===== config.mk =====
export PLATFORM = sky130hd
export DESIGN_NAME = alu_stim_sequencer
export DESIGN_NICKNAME = d
export VERILOG_FILES = /design/src/rtl/alu_pkg.sv /design/src/rtl/phase_timer.sv /design/src/rtl/alu_stim_sequencer.sv
export SDC_FILE = /design/constraint.sdc
export NUM_CORES = 1
export LEC_CHECK = 0
export ABC_AREA = 1
export CAP_MARGIN = 20
export CORE_MARGIN = 1.5
export CORE_UTILIZATION = 35
export CTS_CLUSTER_DIAMETER = 40
export CTS_CLUSTER_SIZE = 8
export DETAILED_ROUTE_END_ITERATION = 16
export GPL_TIMING_DRIVEN = 0
export PLACE_DENSITY = 0.64
export SYNTH_ARGS = -nofsm -noshare
export SYNTH_HDL_FRONTEND = slang
export SYNTH_HIERARCHICAL = 1
export SYNTH_SLANG_ARGS = --single-unit

===== constraint.sdc =====
create_clock -name CLK -period 4.66 [get_ports CLK]
set_clock_uncertainty 0.1 [all_clocks]
set_input_delay 0.466 -clock CLK [delete_from_list [all_inputs] [get_ports CLK]]
set_output_delay 0.466 -clock CLK [all_outputs]
set_load 0.02 [all_outputs]

===== src/rtl/alu_pkg.sv =====
// Shared definitions for the ALU stimulus sequencer: phase encoding,
// button indices and the opcode set understood by ALU_top.
package alu_pkg;

    typedef enum logic [3:0] {
        IDLE,
        LOAD_A,
        GAP_A,
        LOAD_B,
        GAP_B,
        LOAD_OP,
        GAP_OP,
        SETTLE,
        DONE_ST
    } seq_state_e;

    localparam int BTN_A  = 0;
    localparam int BTN_B  = 1;
    localparam int BTN_OP = 2;

    localparam logic [5:0] OP_ADD = 6'b100000;
    localparam logic [5:0] OP_SUB = 6'b100010;
    localparam logic [5:0] OP_AND = 6'b100100;
    localparam logic [5:0] OP_OR  = 6'b100101;
    localparam logic [5:0] OP_XOR = 6'b100110;
    localparam logic [5:0] OP_SRA = 6'b000011;
    localparam logic [5:0] OP_SRL = 6'b000010;
    localparam int         OP_NOR_I = 6'b100111;
    localparam logic [5:0] OP_NOR = OP_NOR_I[5:0];

    function automatic int max3(input int a, input int b, input int c);
        int m;
        m = (a > b) ? a : b;
        return (m > c) ? m : c;
    endfunction

endpackage


===== src/rtl/phase_timer.sv =====
// Loadable down-counter that times one sequencer phase; last_o flags the
// final cycle of the phase so the owner can transition and reload.
module phase_timer #(
    parameter int WIDTH = 3
) (
    input  logic             CLK,
    input  logic             RESET,
    input  logic             load_i,
    input  logic [WIDTH-1:0] load_val_i,
    output logic             last_o
);

    logic [WIDTH-1:0] count_q;
    logic [WIDTH-1:0] count_d;

    // NOTE: count_d gets a default before any branch so no latch is inferred.
    always_comb begin
        count_d = count_q;
        if (load_i) begin
            count_d = load_val_i;
        end else if (count_q > WIDTH'(1)) begin
            count_d = count_q - WIDTH'(1);
        end
    end

    // NOTE: state registers use non-blocking assignments so every flop samples pre-edge values.
    always_ff @(posedge CLK) begin
        if (!RESET) begin
            count_q <= '0;
        end else begin
            count_q <= count_d;
        end
    end

    assign last_o = (count_q == WIDTH'(1));

endmodule


===== src/rtl/alu_stim_sequencer.sv =====
// Plays operator for ALU_top: loads A, B and the opcode with timed button
// presses, waits for the result to settle, then captures LEDS/CLED.
module alu_stim_sequencer
    import alu_pkg::*;
#(
    parameter int SIZEDATA      = 8,
    parameter int N_BUTTONS     = 3,
    parameter int SIZEOP        = 6,
    parameter int HOLD_CYCLES   = 4,
    parameter int GAP_CYCLES    = 2,
    parameter int SETTLE_CYCLES = 2
) (
    input  logic                 CLK,
    input  logic                 RESET,
    input  logic                 START,
    input  logic [SIZEDATA-1:0]  OP_A,
    input  logic [SIZEDATA-1:0]  OP_B,
    input  logic [SIZEOP-1:0]    OPCODE,
    output logic [SIZEDATA-1:0]  SWITCHES,
    output logic [N_BUTTONS-1:0] BUTTONS,
    input  logic [SIZEDATA-1:0]  LEDS,
    input  logic                 CLED,
    output logic [SIZEDATA-1:0]  RESULT,
    output logic                 CARRY,
    output logic                 BUSY,
    output logic                 DONE
);

    localparam int CNT_W = $clog2(max3(HOLD_CYCLES, GAP_CYCLES, SETTLE_CYCLES)) + 1;

    localparam logic [CNT_W-1:0] HOLD_LD   = CNT_W'(HOLD_CYCLES);
    localparam logic [CNT_W-1:0] GAP_LD    = CNT_W'(GAP_CYCLES);
    localparam logic [CNT_W-1:0] SETTLE_LD = CNT_W'(SETTLE_CYCLES);

    localparam logic [N_BUTTONS-1:0] PRESS_A  = N_BUTTONS'(1) << BTN_A;
    localparam logic [N_BUTTONS-1:0] PRESS_B  = N_BUTTONS'(1) << BTN_B;
    localparam logic [N_BUTTONS-1:0] PRESS_OP = N_BUTTONS'(1) << BTN_OP;

    seq_state_e        state_q;
    logic [SIZEDATA-1:0] b_q;
    logic [SIZEOP-1:0]   op_q;

    logic              phase_last;
    logic              timer_load;
    logic [CNT_W-1:0]  timer_val;

    phase_timer #(
        .WIDTH (CNT_W)
    ) u_phase_timer (
        .CLK        (CLK),
        .RESET      (RESET),
        .load_i     (timer_load),
        .load_val_i (timer_val),
        .last_o     (phase_last)
    );

    // The timer reloads with the length of whichever phase is entered next.
    always_comb begin
        timer_load = 1'b0;
        timer_val  = '0;
        unique case (state_q)
            IDLE: begin
                timer_load = START;
                timer_val  = HOLD_LD;
            end
            LOAD_A, LOAD_B, LOAD_OP: begin
                timer_load = phase_last;
                timer_val  = GAP_LD;
            end
            GAP_A, GAP_B: begin
                timer_load = phase_last;
                timer_val  = HOLD_LD;
            end
            GAP_OP: begin
                timer_load = phase_last;
                timer_val  = SETTLE_LD;
            end
            SETTLE: begin
                timer_load = phase_last;
            end
            DONE_ST: begin
                timer_load = 1'b1;
            end
            default: begin
                timer_load = 1'b1;
            end
        endcase
    end

    always_ff @(posedge CLK) begin
        if (!RESET) begin
            state_q  <= IDLE;
            b_q      <= '0;
            op_q     <= '0;
            SWITCHES <= '0;
            BUTTONS  <= '0;
            RESULT   <= '0;
            CARRY    <= 1'b0;
            BUSY     <= 1'b0;
            DONE     <= 1'b0;
        end else begin
            DONE <= 1'b0;
            unique case (state_q)
                IDLE: begin
                    if (START) begin
                        b_q      <= OP_B;
                        op_q     <= OPCODE;
                        SWITCHES <= OP_A;
                        BUTTONS  <= PRESS_A;
                        BUSY     <= 1'b1;
                        state_q  <= LOAD_A;
                    end
                end
                LOAD_A: begin
                    if (phase_last) begin
                        BUTTONS <= '0;
                        state_q <= GAP_A;
                    end
                end
                GAP_A: begin
                    if (phase_last) begin
                        SWITCHES <= b_q;
                        BUTTONS  <= PRESS_B;
                        state_q  <= LOAD_B;
                    end
                end
                LOAD_B: begin
                    if (phase_last) begin
                        BUTTONS <= '0;
                        state_q <= GAP_B;
                    end
                end
                GAP_B: begin
                    if (phase_last) begin
                        SWITCHES <= SIZEDATA'(op_q);
                        BUTTONS  <= PRESS_OP;
                        state_q  <= LOAD_OP;
                    end
                end
                LOAD_OP: begin
                    if (phase_last) begin
                        BUTTONS <= '0;
                        state_q <= GAP_OP;
                    end
                end
                GAP_OP: begin
                    if (phase_last) begin
                        state_q <= SETTLE;
                    end
                end
                SETTLE: begin
                    if (phase_last) begin
                        RESULT  <= LEDS;
                        CARRY   <= CLED;
                        DONE    <= 1'b1;
                        state_q <= DONE_ST;
                    end
                end
                DONE_ST: begin
                    BUSY    <= 1'b0;
                    state_q <= IDLE;
                end
                default: begin
                    BUTTONS <= '0;
                    BUSY    <= 1'b0;
                    state_q <= IDLE;
                end
            endcase
        end
    end

endmodule


After elaboration in Yosys (flattened, before gate mapping)
Index checks and enable logic that the tools add are counted.
{"block": "totals", "input_bits": 34, "wordCells": 72, "ff_bits": 43}
{"block": "op_classes", "addsub": 1, "n_mux": 25, "eq_ne": 18, "n_bitwise": 2, "magnitude_cmp": 1, "n_reduce_logical": 15}
{"op": "$mux 4", "count": 8}
{"op": "$pmux 4 s8", "count": 1}
{"op": "$mux 8", "count": 3}
{"op": "$pmux 8 s3", "count": 1}
{"op": "$mux 3", "count": 6}
{"op": "$eq 4x3->1 const B", "count": 4}
{"op": "$ne 2x2->1 const B", "count": 8}
{"op": "$pmux 3 s5", "count": 1}
{"op": "$reduce_or 3->1", "count": 3}
{"op": "$eq 4x2->1 const B", "count": 2}
{"op": "$reduce_and 2->1", "count": 4}
{"op": "$reduce_and 8->1", "count": 1}
{"op": "$reduce_or 7->1", "count": 1}
{"op": "$pmux 3 s2", "count": 1}
{"op": "$reduce_and 5->1", "count": 1}
{"op": "$eq 4x1->1 const B", "count": 1}
{"op": "$eq 4x4->1 const B", "count": 1}
{"op": "$logic_not 4->1", "count": 1}
{"op": "$pmux 1 s2", "count": 2}
{"op": "$reduce_and 4->1", "count": 1}
{"op": "$reduce_or 4->1", "count": 1}
{"op": "$eq 3x1->1 const B", "count": 1}
{"op": "$gt 3x1->1 const B", "count": 1}
{"op": "$reduce_bool 3->1", "count": 1}
{"op": "5 further kinds", "count": 7}

Depth between registers and ports, before layout
Gate-level depths: netlist of run 1.
{"block": "depth", "ltp_word": 4, "ltp_mapped": 12, "mapped_depth_nobuf": 11}

Hierarchy
The synthesis of run 1 kept the hierarchy.
{"mod": "alu_stim_sequencer", "seq_area_each_um2": 800.8, "n_inst": 1, "area_each_um2": 1848.0, "cells_each": 258}
{"mod": "phase_timer", "seq_area_each_um2": 60.1, "n_inst": 1, "area_each_um2": 210.2, "cells_each": 30}

Least setup slack after synthesis of run 1
OpenSTA, ideal clock, no wires.
{"block": "synth_path", "path_type": "register to register", "start": "register u_phase_timer.count_q[0]", "end": "register CARRY", "setup_time_ns": 0.116, "setup_slack_ns": 2.894, "path_stages_with_launch": 10, "period_less_slack_ns": 1.766, "t_arrival_ns": 1.551, "n_path_buf": 1, "path_cell_list": "dfxtp_1 -> ha_1 -> inv_1 -> nor2_1 -> inv_1 -> nor3_4 -> inv_2 -> buf_6 -> nor2_1 -> nor2_1"}
{"block": "synth_between", "elab_chain_cells": 2}
{"item": "from (decl)", "line": "phase_timer.sv:13", "rtl": "logic [WIDTH-1:0] count_q;"}
{"item": "from (signal assigned)", "line": "phase_timer.sv:31", "rtl": "count_q <= count_d;"}
{"item": "$eq 3x1->1", "line": "phase_timer.sv:35", "rtl": "assign last_o = (count_q == WIDTH'(1));"}
{"item": "net phase_last", "line": "alu_stim_sequencer.sv:43", "rtl": "logic phase_last;"}
{"item": "$reduce_and 2->1 (no line)"}
{"item": "to (signal assigned)", "line": "alu_stim_sequencer.sv:98", "rtl": "CARRY <= 1'b0;"}
{"item": "to (signal assigned)", "line": "alu_stim_sequencer.sv:154", "rtl": "CARRY <= CLED;"}
{"item": "to (decl)", "line": "alu_stim_sequencer.sv:24", "rtl": "output logic CARRY,"}
The timed path passes the listed nets, and every way through them passes these cells.
A chain may end at the register's enable or synchronous reset.

Worst setup path in the final report of run 1
{"block": "layout_path", "start": "register u_phase_timer.count_q[0]", "end": "register RESULT[5]"}
{"block": "layout_between", "elab_chain_cells": 2}
{"item": "$eq 3x1->1", "line": "phase_timer.sv:35"}
{"item": "net phase_last", "line": "alu_stim_sequencer.sv:43"}
{"item": "$reduce_and 2->1 (no line)"}
{"item": "to (signal assigned)", "line": "alu_stim_sequencer.sv:97", "rtl": "RESULT <= '0;"}
{"item": "to (signal assigned)", "line": "alu_stim_sequencer.sv:153", "rtl": "RESULT <= LEDS;"}
{"item": "to (decl)", "line": "alu_stim_sequencer.sv:23", "rtl": "output logic [SIZEDATA-1:0] RESULT,"}
The timed path passes the listed nets, and every way through them passes these cells.

==> impl_metrics.tcl, run 1 <==
set metrics [dict create \
    syn2layout_area_growth_pct 34.8 \
    num-fill-cells 564 \
    wl_per_cell_um 11.8 \
    ant_nets 0 \
    end_kind "flop" \
    cts_max_level 2 \
    grt_max_degree 13 \
    total_leakage_power_nw 1.21 \
    setup_tns_ns 0 \
    yosysTopAreaCellShare 0.418 \
    ios 56 \
    grt_pass1_wl_um 8760 \
    drc 0 \
    cts-resized-gates 0 \
    cp.required_ns 4.75 \
    drv_cap 0 \
    rows 27 \
    yosys_warnings 6 \
    first_pass_iters 4 \
    hold_ws_ns 0.345 \
    portBuffers 55 \
    grt_use_met2 0.275 \
    cts_tree "done" \
    finalPower_mw 1.70 \
    synth.cell_area_mm2 0.00206 \
    layout.cells.non_filler 421 \
    finalCritPeriodShare 0.460 \
    cp-start-kind "flop" \
    grt-ovfl-total 0 \
    hold_class "reg -> reg" \
    drtIter0Drc 93 \
    fmax_mhz 467 \
    finalHoldViolCount 0 \
    utilization 0.498 \
    synth_cell_type_count 28 \
    post-cts-setup-buffer-count 0 \
    syn-mean-instance-area_um2 7.15 \
    syn_inst 288 \
    cts_buffer_depth 2 \
    ff_latch_area_um2 861 \
    clkSlewWorstSetupHoldPaths_ns 0.08 \
    dp_hpwl_um 3670 \
    cts_buffers 5 \
    period_minus_slack_ns 2.14 \
    synthTopCellsByArea "dfxtp_1 42%, nor2_1 11%, nand3_1 7.5%, nand2_1 6.6%, o21ai_0 6.3%" \
    use_met1 0.237 \
    place_ws_ns 2.42 \
    vias_per_cell 4.68 \
    yosysSeqAreaShare 0.418 \
    multi_input_area_mm2 0.00101 \
    final_layout_size_suffix_gt1_frac 0.106 \
    core_area_mm2 0.00557 \
    start_util 0.369 \
    first_global_vias 1843 \
    grt_usage 0.178 \
    cts_root_buf "clkbuf_8" \
    fin_nets 386 \
    clk_latency_ns 0.29 \
    worst-path-max-fanout 10 \
    crit_arrival_ns 2.24 \
    use_met3 0.0400 \
    gp_congestion 0.823 \
    yosys.area.top_type "dfxtp_1" \
    die_h_um 79.7 \
    cts_num_sinks 43 \
    die_w_um 79.7 \
    antenna-diode-count 0 \
    setup_ws_ns 2.52 \
    detailed_place.area_mm2 0.00270 \
    drv_slew 0 \
    routed-via-count 1970 \
    peakVddDrop_uv 281 \
    drt_wl_total_um 4980 \
    dp.cells 415 \
    crit_type "reg -> reg" \
    powerDensity_mw_per_mm2 613 \
    antenna_found_initial 0 \
    setup_violations 0 \
    rsz0062_at_grt "false" \
    cts.hold.buffers_added 0 \
    status "finished clean" \
    synth_seq_cells 43 \
    grt_most_used_layer "met2" \
    final_design_area_no_fill_mm2 0.00278 \
    syn-num-nets 324 \
    die-area_mm2 0.00635 \
]
-- cells in the mapped netlist (all sizes together) --
library cell  instances
clkinv                1
a21oi                17
nand3b                1
clkbuf                3
nor3                  1
dfxtp                43
xor2                  1
nand3                34
o21ai                37
nand4                 1
ha                    2
nand2                42
inv                  29
conb                  1
nor2                 67
buf                   8
-- area by class of cell --
| cell class | instances | area share |
|---|---|---|
| buffer | 11 | 0.0243 |
| inverter | 30 | 0.0415 |
| tap | 72 | 0.0325 |
| clock buffer | 5 | 0.0248 |
| clock inverter | 1 | 0.00271 |
| timing repair buffer | 55 | 0.198 |
| multi-input combinational | 204 | 0.366 |
| sequential | 43 | 0.310 |
-- worst max-delay path: stages, from the launching register on --
cell	delay (ns)
dfxtp_1	0.45
ha_1	0.18
inv_1	0.06
nor2_1	0.25
inv_1	0.19
nor3_4	0.43
inv_2	0.07
buf_6	0.15
nor2_1	0.09
nor2_1	0.05
-- sequential cells by signal, indices dropped and copies added (netlist names) --
signal / flops
CARRY: 1
DONE: 1
op_q: 6
SWITCHES: 8
b_q: 8
BUSY: 1
state_q: 4
BUTTONS: 3
RESULT: 8
u_phase_timer/count_q: 3
-- cell usage in the layout, fill, tap and decap left out, drive strengths merged --
cell type	n
a21oi	17
o21ai	37
inv	29
ha	2
buf	8
nand2	42
dfxtp	43
nor3	1
nand3	34
clkdlybuf4s50	55
clkinv	1
clkbuf	8
nand4	1
clkinvlp	1
xor2	1
nand3b	1
conb	1
nor2	67
-- power by group --
part	switching (mW)	internal (mW)
logic	0.577	0.354
clock network	0.126	0.0996
registers	0.0710	0.474
-- worst paths after layout --
| check | slack, ns | cells past startpoint | endpoint | start |
|---|---|---|---|---|
| hold reg to reg | 0.34 | 2 | op_q[2] | op_q[2] |
| setup / recovery | 2.52 | 9 | RESULT[5] | u_phase_timer/count_q[0] |
| hold / removal | 0.34 | 2 | op_q[2] | op_q[2] |
| setup reg to reg | 2.52 | 9 | RESULT[5] | u_phase_timer/count_q[0] |
-- metal layers --
metal  wire length [um]  up-vias
li1                   -     1047
met2               2290       48
met5                  0        -
met3                204        6
met4                 71        0
met1               2420      869
-- kinds of logic after synthesis --
group | synth area share
and+or+nand+nor | 0.338
AOI/OAI and AO/OA | 0.137
DFF | 0.418
buffers and inverters | 0.0887
adders and majority gates | 0.0122
xor gates and xnor gates | 0.00426
other | 0.00182
(Power assumes the default switching activity.)
==> run 2, diff against run 1 <==
--- a/config.mk
+++ b/config.mk
@@ -13,7 +13,7 @@
 export CTS_CLUSTER_SIZE = 8
 export DETAILED_ROUTE_END_ITERATION = 16
 export GPL_TIMING_DRIVEN = 0
-export PLACE_DENSITY = 0.64
+export PLACE_DENSITY = 0.66
 export SYNTH_ARGS = -nofsm -noshare
 export SYNTH_HDL_FRONTEND = slang
 export SYNTH_HIERARCHICAL = 1
==> constraint.sdc (replaced) <==
create_clock -name CLK -period 1.8 [get_ports CLK]
set_clock_uncertainty 0.1 [all_clocks]
set_input_delay 0.18 -clock CLK [delete_from_list [all_inputs] [get_ports CLK]]
set_output_delay 0.18 -clock CLK [all_outputs]
set_load 0.02 [all_outputs]
==> run 2 against run 1 <==
  * Cell area is 2.3% higher
  * Via count grew 0.96%
  * Flip-flop and latch count unchanged
  * Global-route usage shrank 0.86 points
  * Critical path type unchanged
  * Final cell count grew 0.95%
  * Die area stayed put
  * Setup slack lost 2.4 ns
  * Sequential power grew to 2.6 times the previous value
==> impl_metrics.tcl, run 2 (synthesis results as in run 1) <==
set metrics [dict create \
    worst-path-max-fanout 8 \
    hold_class "reg -> reg" \
    core_area_mm2 0.00557 \
    setup_violations 0 \
    crit_path_max_incr_delay_ns 0.38 \
    gp_congestion 0.827 \
    drv_slew 0 \
    cts_buffers 5 \
    crit_arrival_ns 1.81 \
    finalHoldViolCount 0 \
    die_h_um 79.7 \
    hold_ws_ns 0.350 \
    first_pass_iters 4 \
    dp_hpwl_um 3650 \
    final_design_area_no_fill_mm2 0.00284 \
    peakVddDrop_uv 815 \
    cts_max_level 2 \
    grt_max_degree 14 \
    crit_type "reg -> reg" \
    crit_chain "inv_1, ha_1, inv_2, nor2_4, inv_2, nand3_2, nand2_4, nor2_8, inv_4, nor2_1, nor2_1" \
    dp.cells 415 \
    wl_per_cell_um 11.8 \
    end_kind "flop" \
    antenna-diode-count 0 \
    top_regs "RESULT x8, SWITCHES x8, b_q x8" \
    layout.cells.most_common "nor2_1" \
    cts_num_sinks 43 \
    clk_latency_ns 0.29 \
    cp.required_ns 1.93 \
    final_cell_mix "58 x nor2_1, 55 x clkdlybuf4s50_1, 41 x dfxtp_1" \
    grt_usage 0.169 \
    layout.cells.non_filler 425 \
    status "finished clean" \
    period_minus_slack_ns 1.67 \
    utilization 0.510 \
    detailed_place.area_mm2 0.00270 \
    rows 27 \
    setup_tns_ns 0 \
    ant_nets 0 \
    vias_per_cell 4.68 \
    cts_buffer_depth 2 \
    clkSlewWorstSetupHoldPaths_ns 0.08 \
    drc 0 \
    path_delay_family "simple AND/OR/NAND/NOR gates" \
    drt_wl_total_um 5040 \
    rsz0062_at_grt "false" \
    syn2layout_area_growth_pct 38.0 \
    slowest_stage "dfxtp_1" \
    cts.hold.buffers_added 0 \
    grt_pass1_wl_um 8220 \
    cp_num_buf_inv 4 \
    routed-via-count 1989 \
    cp-start-kind "flop" \
    fin_nets 388 \
    powerDensity_mw_per_mm2 1610 \
    ios 56 \
    cts_tree "done" \
    antenna_found_initial 0 \
    grt-ovfl-total 0 \
    fmax_mhz 597 \
    finalCritPeriodShare 0.931 \
    first_global_vias 1850 \
    die-area_mm2 0.00635 \
    drv_cap 0 \
    die_w_um 79.7 \
    portBuffers 55 \
    drtIter0Drc 89 \
    cts_root_buf "clkbuf_8" \
    start_util 0.369 \
    total_leakage_power_nw 1.23 \
    final_layout_size_suffix_gt1_frac 0.130 \
]
run 2: routing by layer:
metal | track usage | part of all wire
met5 | 0 | 0
met2 | 0.263 | 0.46
met1 | 0.226 | 0.47
met4 | 0.0632 | 0.019
met3 | 0.0400 | 0.049
run 2: timing repair:
item / CTS / global route
endpoints found under the setup margin: 22 / 11
cloned: 0 / 1
buffers inserted: 1 / 0
resized for setup: 4 / 7
pin swaps: 1 / 1
run 2: final cells by class:
cell class | count | area [um^2]
fill | 573 | 2730
sequential | 43 | 863
multi-input combinational | 205 | 1060
clock buffer | 6 | 72.6
buffer | 11 | 67.6
inverter | 30 | 115
clock inverter | 2 | 12.5
timing repair buffer | 56 | 558
tap | 72 | 90.1
run 2: worst paths after layout:
path | startpoint | endpoint | slack [ns] | cells after the start
worst min-delay path | op_q[0] | op_q[0] | 0.35 | 2
worst max register to register | u_phase_timer/count_q[1] | SWITCHES[7] | 0.13 | 11
worst max-delay path | u_phase_timer/count_q[1] | SWITCHES[7] | 0.13 | 11
worst min register to register | op_q[0] | op_q[0] | 0.35 | 2
run 2: through the flow:
step	worst slack [ns]	total power, mW
finish	0.125	4.57
global route	0.0127	4.98
floorplan	0.0335	3.20
global placement	-0.268	3.81
CTS	0.00443	4.49
detailed placement	-0.267	3.85
run 2: tightest hold or removal path, stage by stage (launching register included):
cell     delay [ns]
dfxtp_1        0.31
inv_1          0.05
a21oi_1        0.05
run 2: power breakdown:
part	internal [mW]	switching, mW
sequential	1.23	0.191
clock	0.272	0.338
combinational	0.972	1.57
